--- config.mk ---
export PLATFORM = sky130hd
export DESIGN_NAME = alu_exec_stage
export DESIGN_NICKNAME = d
export VERILOG_FILES = /design/src/rtl/alu_pkg.sv /design/src/rtl/alu_exec_stage_shifter.sv /design/src/rtl/alu_exec_stage.sv
export SDC_FILE = /design/constraint.sdc
export NUM_CORES = 1
export LEC_CHECK = 0
export CAP_MARGIN = 5
export CORE_MARGIN = 3
export CORE_UTILIZATION = 35
export CTS_CLUSTER_SIZE = 20
export DETAILED_ROUTE_END_ITERATION = 8
export PLACE_DENSITY = 0.67
export SYNTH_ARGS = -nofsm -noshare
export SYNTH_HDL_FRONTEND = slang
export SYNTH_SLANG_ARGS = --single-unit
--- constraint.sdc ---
create_clock -name clk -period 2.8 [get_ports clk]
set_clock_uncertainty 0.15 [all_clocks]
set_input_delay 0.56 -clock clk [delete_from_list [all_inputs] [get_ports clk]]
set_output_delay 0.56 -clock clk [all_outputs]
set_load 0.02 [all_outputs]
--- src/rtl/alu_pkg.sv ---
// Shared definitions for the ALU execute stage.
// Op encodings, FSM states and datapath defaults.
package alu_pkg;

   localparam int DEF_WIDTH = 32;
   localparam int DEF_SHW   = 5;

   localparam logic [3:0] ADD  = 4'd0;
   localparam logic [3:0] COMP = 4'd1;
   localparam logic [3:0] AND  = 4'd2;
   localparam logic [3:0] XOR  = 4'd3;
   localparam logic [3:0] SLL  = 4'd4;
   localparam logic [3:0] SRL  = 4'd5;
   localparam logic [3:0] SRA  = 4'd6;

   typedef enum logic [1:0] {
      IDLE  = 2'd0,
      SHIFT = 2'd1,
      DONE  = 2'd2
   } state_t;

   function automatic logic op_is_shift(input logic [3:0] op);
      return (op == SLL) || (op == SRL) || (op == SRA);
   endfunction

endpackage

--- src/rtl/alu_exec_stage_shifter.sv ---
// Iterative one-bit-per-cycle shifter used by the ALU execute stage.
// nxt/sout show the value and bit produced by the step taken at the next edge.
module serial_shifter
   import alu_pkg::*;
#(
   parameter int WIDTH = DEF_WIDTH,
   parameter int SHW   = DEF_SHW
) (
   input  logic             clk,
   input  logic             rst,
   input  logic             load,
   input  logic             dir,
   input  logic             arith,
   input  logic [WIDTH-1:0] din,
   input  logic [SHW-1:0]   amt,
   output logic [WIDTH-1:0] nxt,
   output logic             sout,
   output logic             done
);

   logic [WIDTH-1:0] shreg;
   logic [SHW-1:0]   cnt;
   logic             dir_q;
   logic             arith_q;

   // dir_q=1 shifts right; arith_q sign-fills on right shifts
   always_comb begin
      nxt  = shreg;
      sout = 1'b0;
      if (dir_q) begin
         nxt  = {arith_q & shreg[WIDTH-1], shreg[WIDTH-1:1]};
         sout = shreg[0];
      end else begin
         nxt  = {shreg[WIDTH-2:0], 1'b0};
         sout = shreg[WIDTH-1];
      end
   end

   assign done = (cnt == SHW'(1));

   always_ff @(posedge clk or negedge rst) begin
      if (!rst) begin
         shreg   <= '0;
         cnt     <= '0;
         dir_q   <= 1'b0;
         arith_q <= 1'b0;
      end else if (load) begin
         shreg   <= din;
         cnt     <= amt;
         dir_q   <= dir;
         arith_q <= arith;
      end else if (cnt != '0) begin
         shreg <= nxt;
         cnt   <= cnt - SHW'(1);
      end
   end

endmodule

--- src/rtl/alu_exec_stage.sv ---
// ALU execute stage: single-cycle arith/logic, iterative shifts.
// Registered result and flags behind a valid/ready handshake.
module alu_exec_stage
   import alu_pkg::*;
#(
   parameter int WIDTH = DEF_WIDTH,
   parameter int SHW   = DEF_SHW
) (
   input  logic             clk,
   input  logic             rst,
   input  logic             in_valid,
   output logic             in_ready,
   input  logic [3:0]       alu_op,
   input  logic [WIDTH-1:0] inp1,
   input  logic [WIDTH-1:0] inp2,
   output logic             out_valid,
   input  logic             out_ready,
   output logic [WIDTH-1:0] result,
   output logic             carry,
   output logic             zero,
   output logic             sign,
   output logic             illegal,
   output logic             busy
);

   state_t state_q;
   state_t state_d;

   logic             accept;
   logic             go_shift;
   logic [SHW-1:0]   amt;
   logic [WIDTH:0]   sum;
   logic [WIDTH-1:0] c_res;
   logic             c_cy;
   logic             c_ill;
   logic [WIDTH-1:0] sh_nxt;
   logic             sh_sout;
   logic             sh_done;
   logic             sh_fin;

   assign amt      = inp2[SHW-1:0];
   assign in_ready = (state_q == IDLE) ||
                     ((state_q == DONE) && out_ready);
   assign accept   = in_valid && in_ready;
   assign go_shift = accept && op_is_shift(alu_op) &&
                     (amt != '0);
   assign sh_fin   = (state_q == SHIFT) && sh_done;
   assign sum      = {1'b0, inp1} + {1'b0, inp2};

   // Shift ops only reach this path with amount 0
   always_comb begin
      c_res = '0;
      c_cy  = 1'b0;
      c_ill = 1'b0;
      unique case (1'b1)
         (alu_op == ADD):          {c_cy, c_res} = sum;
         (alu_op == COMP):         c_res = ~inp2 + WIDTH'(1);
         (alu_op == AND):          c_res = inp1 & inp2;
         (alu_op == XOR):          c_res = inp1 ^ inp2;
         op_is_shift(alu_op):      c_res = inp1;
         default:                  c_ill = 1'b1;
      endcase
   end

   serial_shifter #(
      .WIDTH (WIDTH),
      .SHW   (SHW)
   ) u_shifter (
      .clk   (clk),
      .rst   (rst),
      .load  (go_shift),
      .dir   (alu_op != SLL),
      .arith (alu_op == SRA),
      .din   (inp1),
      .amt   (amt),
      .nxt   (sh_nxt),
      .sout  (sh_sout),
      .done  (sh_done)
   );

   always_ff @(posedge clk or negedge rst) begin
      if (!rst) state_q <= IDLE;
      else      state_q <= state_d;
   end

   always_comb begin
      state_d = state_q;
      unique case (state_q)
         IDLE, DONE: begin
            if ((state_q == DONE) && !out_ready)
               state_d = DONE;
            else if (accept)
               state_d = go_shift ? SHIFT : DONE;
            else
               state_d = IDLE;
         end
         SHIFT: begin
            if (sh_done) state_d = DONE;
         end
         default: state_d = IDLE;
      endcase
   end

   always_ff @(posedge clk or negedge rst) begin
      if (!rst) begin
         result  <= '0;
         carry   <= 1'b0;
         zero    <= 1'b0;
         sign    <= 1'b0;
         illegal <= 1'b0;
      end else if (accept && !go_shift) begin
         result  <= c_res;
         carry   <= c_cy;
         zero    <= (c_res == '0);
         sign    <= c_res[WIDTH-1];
         illegal <= c_ill;
      end else if (sh_fin) begin
         result  <= sh_nxt;
         carry   <= sh_sout;
         zero    <= (sh_nxt == '0);
         sign    <= sh_nxt[WIDTH-1];
         illegal <= 1'b0;
      end
   end

   assign out_valid = (state_q == DONE);
   assign busy      = (state_q != IDLE);

endmodule

# Word level (Yosys, flattened, before mapping)

Index checks and enable logic that the tools add are counted.

Register bits after elaboration: 77
Input port bits: 72
Output and inout port bits: 39
Logic and storage cells: 75

Add/subtract/negate cells: 3
Equal/unequal tests: 11
Muxes and demuxes: 24
Bitwise gates (word level): 4
Reduce and logical (&&, ||, !) cells: 23

Operators with widths:

| kind                                                 | count |
|---|---|
| 2-to-1 mux 32 bit                                    | 5 |
| one-hot mux 32 bit (5 select lines)                  | 1 |
| zero test 32 bit                                     | 2 |
| adder 32 x 32 -> 33 bit                              | 1 |
| adder 32 x 1 -> 32 bit (second input constant)       | 1 |
| AND 32 bit                                           | 1 |
| inverter 32 bit                                      | 1 |
| XOR 32 bit                                           | 1 |
| equality test 4 x 3 -> 1 bit (second input constant) | 3 |
| 2-to-1 mux 1 bit                                     | 11 |
| 2-to-1 mux 5 bit                                     | 2 |
| nonzero test 5 bit                                   | 2 |
| equality test 4 x 2 -> 1 bit (second input constant) | 2 |
| 2-to-1 mux 2 bit                                     | 4 |
| logical AND 1 bit                                    | 7 |
| nonzero test 2 bit                                   | 3 |
| equality test 5 x 1 -> 1 bit (second input constant) | 1 |
| OR reduction 5 bit                                   | 1 |
| subtractor 5 x 1 -> 5 bit (second input constant)    | 1 |
| equality test 4 x 1 -> 1 bit (second input constant) | 1 |
| zero test 4 bit                                      | 1 |
| != test 4 x 3 -> 1 bit (second input constant)       | 1 |
| one-hot mux 2 bit (2 select lines)                   | 1 |
| logical OR 1 bit                                     | 3 |
| other kinds (7)                                      | 8 |

# Logic depth before layout (Yosys ltp)

Word-level depth: 10
Mapped depth: 13
Depth with buffers taken out: 13

# Hierarchy

From an unflattened synthesis, not the netlist that was laid out.

Cell total of the unflattened synthesis: 946
Area, all modules: 7711.1 µm²

By module, submodules not included:

| module         | times used | cells an instance | area each (µm²) | seq. area each (µm²) |
|---|---|---|---|---|
| alu_exec_stage | 1          | 734               | 5446.5          | 925.9 |
| serial_shifter | 1          | 212               | 2264.7          | 975.9 |

# Least setup slack after synthesis

Ideal clock, no wire load.

Path type: in2reg
From: input port inp1[0]
To: register zero
Setup time: 0.104 ns
Arrival: 3.287 ns
Required time: 2.546 ns
Path slack: -0.741 ns
Stages: 13
Buffers on the path: 0
Path through: ha_1 -> inv_1 -> fa_1 -> nor2b_1 -> o21bai_1 -> a211oi_1 -> o41a_1 -> xnor2_1 -> o221ai_1 -> or4b_1 -> nor4_2 -> nand4_1 -> o41ai_2

Longest elaborated chain between the ends: 4
Elaborated cells between the ends (all ways): 6
Those cells by class: add/sub (1); mux (2); bitwise (2); reduce/logical (1)

Ends and longest elaborated chain:

| item                                                  | line                  | RTL |
|---|---|---|
| start: declaration                                    | alu_exec_stage.sv:14  | `input logic [WIDTH-1:0] inp1,` |
| adder 32 x 32 -> 33 bit, or another cell as far along | alu_exec_stage.sv:48  | `assign sum = {1'b0, inp1} + {1'b0, inp2};` |
| one-hot mux 32 bit (5 select lines) (*)               | alu_exec_stage.sv:55  | `unique case (1'b1)` |
| zero test 32 bit (*)                                  | alu_exec_stage.sv:114 | `zero <= (c_res == '0);` |
| 2-to-1 mux 1 bit (*)                                  | alu_exec_stage.sv:111 | `end else if (accept && !go_shift) begin` |
| end signal: assignment                                | alu_exec_stage.sv:114 |  |
| end signal: assignment                                | alu_exec_stage.sv:120 | `zero <= (sh_nxt == '0);` |
| end: declaration                                      | alu_exec_stage.sv:20  | `output logic zero,` |

Mark *: on every way between the ends. The rest lies on a longest branch, timed or not.
A chain may end at the register's enable or synchronous reset.

# Worst setup path after layout

From: input port inp1[10]
To: register zero

The elaborated chain is that of the path after synthesis.

==> impl_metrics.ini <==
[worst_setup_path]
rr_startpoint = state_q[1]
max_stage_delay_ns = 0.62
cp.arrival_ns = 3.38
critPathKind = input pin to register
crit_top_cell = o211ai_1
path_max_fanout = 3
r2r-end = u_shifter.cnt[1]
slowest_stage = or4b_4
cp-start-kind = input pin
cpLargestDelayFamily = compound AO/OA/AOI/OAI gates
rr_worst_depth = 11
critPathCaptureType = register
path_cells = buf_8 > ha_4 > a21o_4 > a31oi_4 > o211ai_1 > or4b_4 > nand2_4 > xor2_2 > o211ai_1 > a211o_1 > or3_4 > o41ai_2
cp.required_ns = 2.89
critical_path_buf_inv_count = 1
r2r_setup_slack_ns = 0.23

[finish]
area_delta_synth_final_pct = 69.3
stdcell_area_um2 = 12800
final_cell_mix = buf_4 (310), nand2_1 (104), nor2_1 (85)
drive_above_1_share = 0.415
antenna_cells = 0
final_util = 0.607
nets = 1482
final_common_cell = buf_4
fin_cells = 1652

[clock_tree]
cts_root_buffer = clkbuf_16
cts_max_level = 3
postCtsHoldBufs = 0
cts_buffers = 9
cts_tree = built
cts.sinks = 76
clk_pin_slew_ns = 0.06
clock_latency_ns = 0.34
clock_path_buffers = 2

[global_routing]
grtUsageTotal = 0.281
antenna_found_initial = 0
grt_pass1_vias = 9479
grt_max_degree = 77
grt-ovfl-total = 0
grt_pass1_wl_um = 53100

[logic_synthesis]
synth_compound_area_frac = 0.293
ys_ff_latch = 76
synth_top_area_cell = dfrtp_1
synth_top_family_by_area = compound AO/OA/AOI/OAI gates
synth-main-ff-cell = dfrtp_1
syn_nets = 1083
synthAdderAreaFrac = 0.0637
synth_cells = 973
synth_top_area_share = 0.251
yosysSeqAreaShare = 0.251
ys_async_sr_fraction = 1.00
synth.distinct_cells = 87
synth_mux_area_frac = 0.0477
yosysWarnings = 0
synthTopCellsByArea = dfrtp_1 (25%), a21oi_1 (6.5%), ha_1 (6.1%)
synth.avg_cell_area_um2 = 7.80
synthXorXnorAreaFrac = 0.0449
synthesis.area_um2 = 7590
synth-simple-area-share = 0.238
synth_edf_count = 0

[sta]
rsz0062_at_grt = true
max_clock_freq_ghz = 0.305
finalSetupViolCount = 17
setup_slack_ns = -0.481
hold_slack_ns = 0.0219
min_period_ns = 3.28
tightest_slew_ns = 0.637
tns_ns = -2.46
finalCritPeriodShare = 1.17
max-slew-margin-rel = 0.575
finalHoldViolCount = 0
slew_viol_final = 0

[route]
first_pass_iters = 8
drtAntennaViolNets = 0
drc = 0
vias = 9803
drtIter0Drc = 1110
routed_wl_um = 34600
vias_per_cell = 5.93
post_drt_wl_per_cell_um = 21.0

[die]
die_w_um = 153
design.core.area_um2 = 21200
num_rows = 53
die_h_um = 153
io_pins = 111
initial_core_util = 0.359
die-area_um2 = 23500

[power]
power_mw = 7.46
cellLeakagePower_nw = 5.70
ir_drop_mv = 0.343
p_per_area_nw_per_um2 = 581

[job]
cap_violations = 0

[placed_design]
post-place-cells = 1601
place_ws_ns = -1.51
placed_area_um2 = 11200
gp_congestion = 0.972
hpwl_um = 26100
port_buffers = 110

[worst_hold_path]
hp-class = input pin to async pin

[run_status]
failed_checks = negative setup slack
status = finished, violations left
worst max-delay path by stage:
stage / startpoint / endpoint / slack (ns) / depth (start not counted)
after floorplan: inp1[10] / zero / -0.56 / 12
after global placement: inp2[1] / zero / -1.48 / 14
after detailed placement: inp2[1] / zero / -1.51 / 14
after CTS: inp2[0] / zero / -0.36 / 14
after global routing: inp2[0] / zero / -0.61 / 15
final: inp1[10] / zero / -0.48 / 12
synthesized netlist by cell type (5+ instances only):
master,n
nand2_1,116
a21oi_1,99
nor2_1,88
o21ai_0,82
dfrtp_1,76
clkbuf_1,42
ha_1,37
mux2i_1,35
nor3_1,31
nand3_1,28
inv_1,24
a222oi_1,20
nand4_1,20
xnor2_1,19
xor2_1,18
a221o_1,17
o211ai_1,17
o221ai_1,12
a31oi_1,11
clkbuf_8,9
nor4_1,8
a21o_1,7
a22oi_1,7
buf_1,7
nand3b_1,7
nor2b_1,7
o21a_1,7
and3_1,6
a211oi_1,5
nand2b_1,5
o21bai_1,5
o31ai_1,5
or3_1,5
worst register-to-register path: cells and delay by family, from the launching register on:
kind / cells / cell delay, ns
flops: 1 / 0.41
compound gates: 2 / 0.27
buf+inv: 4 / 0.70
simple gates: 5 / 0.90
flip-flops by register name (all words and copies together), names as in the netlist:
register,flops
u_shifter.shreg,32
u_shifter.dir_q,1
u_shifter.arith_q,1
u_shifter.cnt,5
illegal,1
state_q,2
zero,1
carry,1
result,32
layer usage:
layer | up-vias | GRT usage | share of wire
met5 | - | 0 | 0
met4 | 0 | 0.0815 | 0.033
met3 | 103 | 0.0501 | 0.096
met2 | 553 | 0.438 | 0.45
met1 | 4666 | 0.401 | 0.42
li1 | 4481 | - | -
power breakdown:
part / total (mW) / internal, mW / switching (mW)
registers: 1.96 / 1.58 / 0.382
logic: 4.19 / 1.97 / 2.21
clock network: 1.31 / 0.850 / 0.456
total: 7.46 / 4.40 / 3.05
cells by family after synthesis:
family / after synthesis
xor gates and xnor gates: 38
DFF: 76
adders and majority gates: 38
buffers and inverters: 90
muxes: 36
AOI/OAI and AO/OA: 335
and+or+nand+nor: 360
what timing repair did:
| item | in CTS | in global routing |
|---|---|---|
| pin swaps | 85 | 75 |
| gates resized for setup | 352 | 95 |
| setup buffers | 32 | 20 |
| gates cloned | 0 | 0 |
| setup endpoints to repair | 35 | 24 |
cell type report:
class / count / area, um^2
Timing Repair Buffer: 454 / 3850
Multi-Input combinational cell: 807 / 6310
Tap cell: 275 / 344
Fill cell: 1754 / 8310
Clock inverter: 4 / 70.1
Sequential cell: 76 / 1900
Clock buffer: 12 / 267
Inverter: 24 / 103
Note: power is estimated with default switching activity, not from simulation.
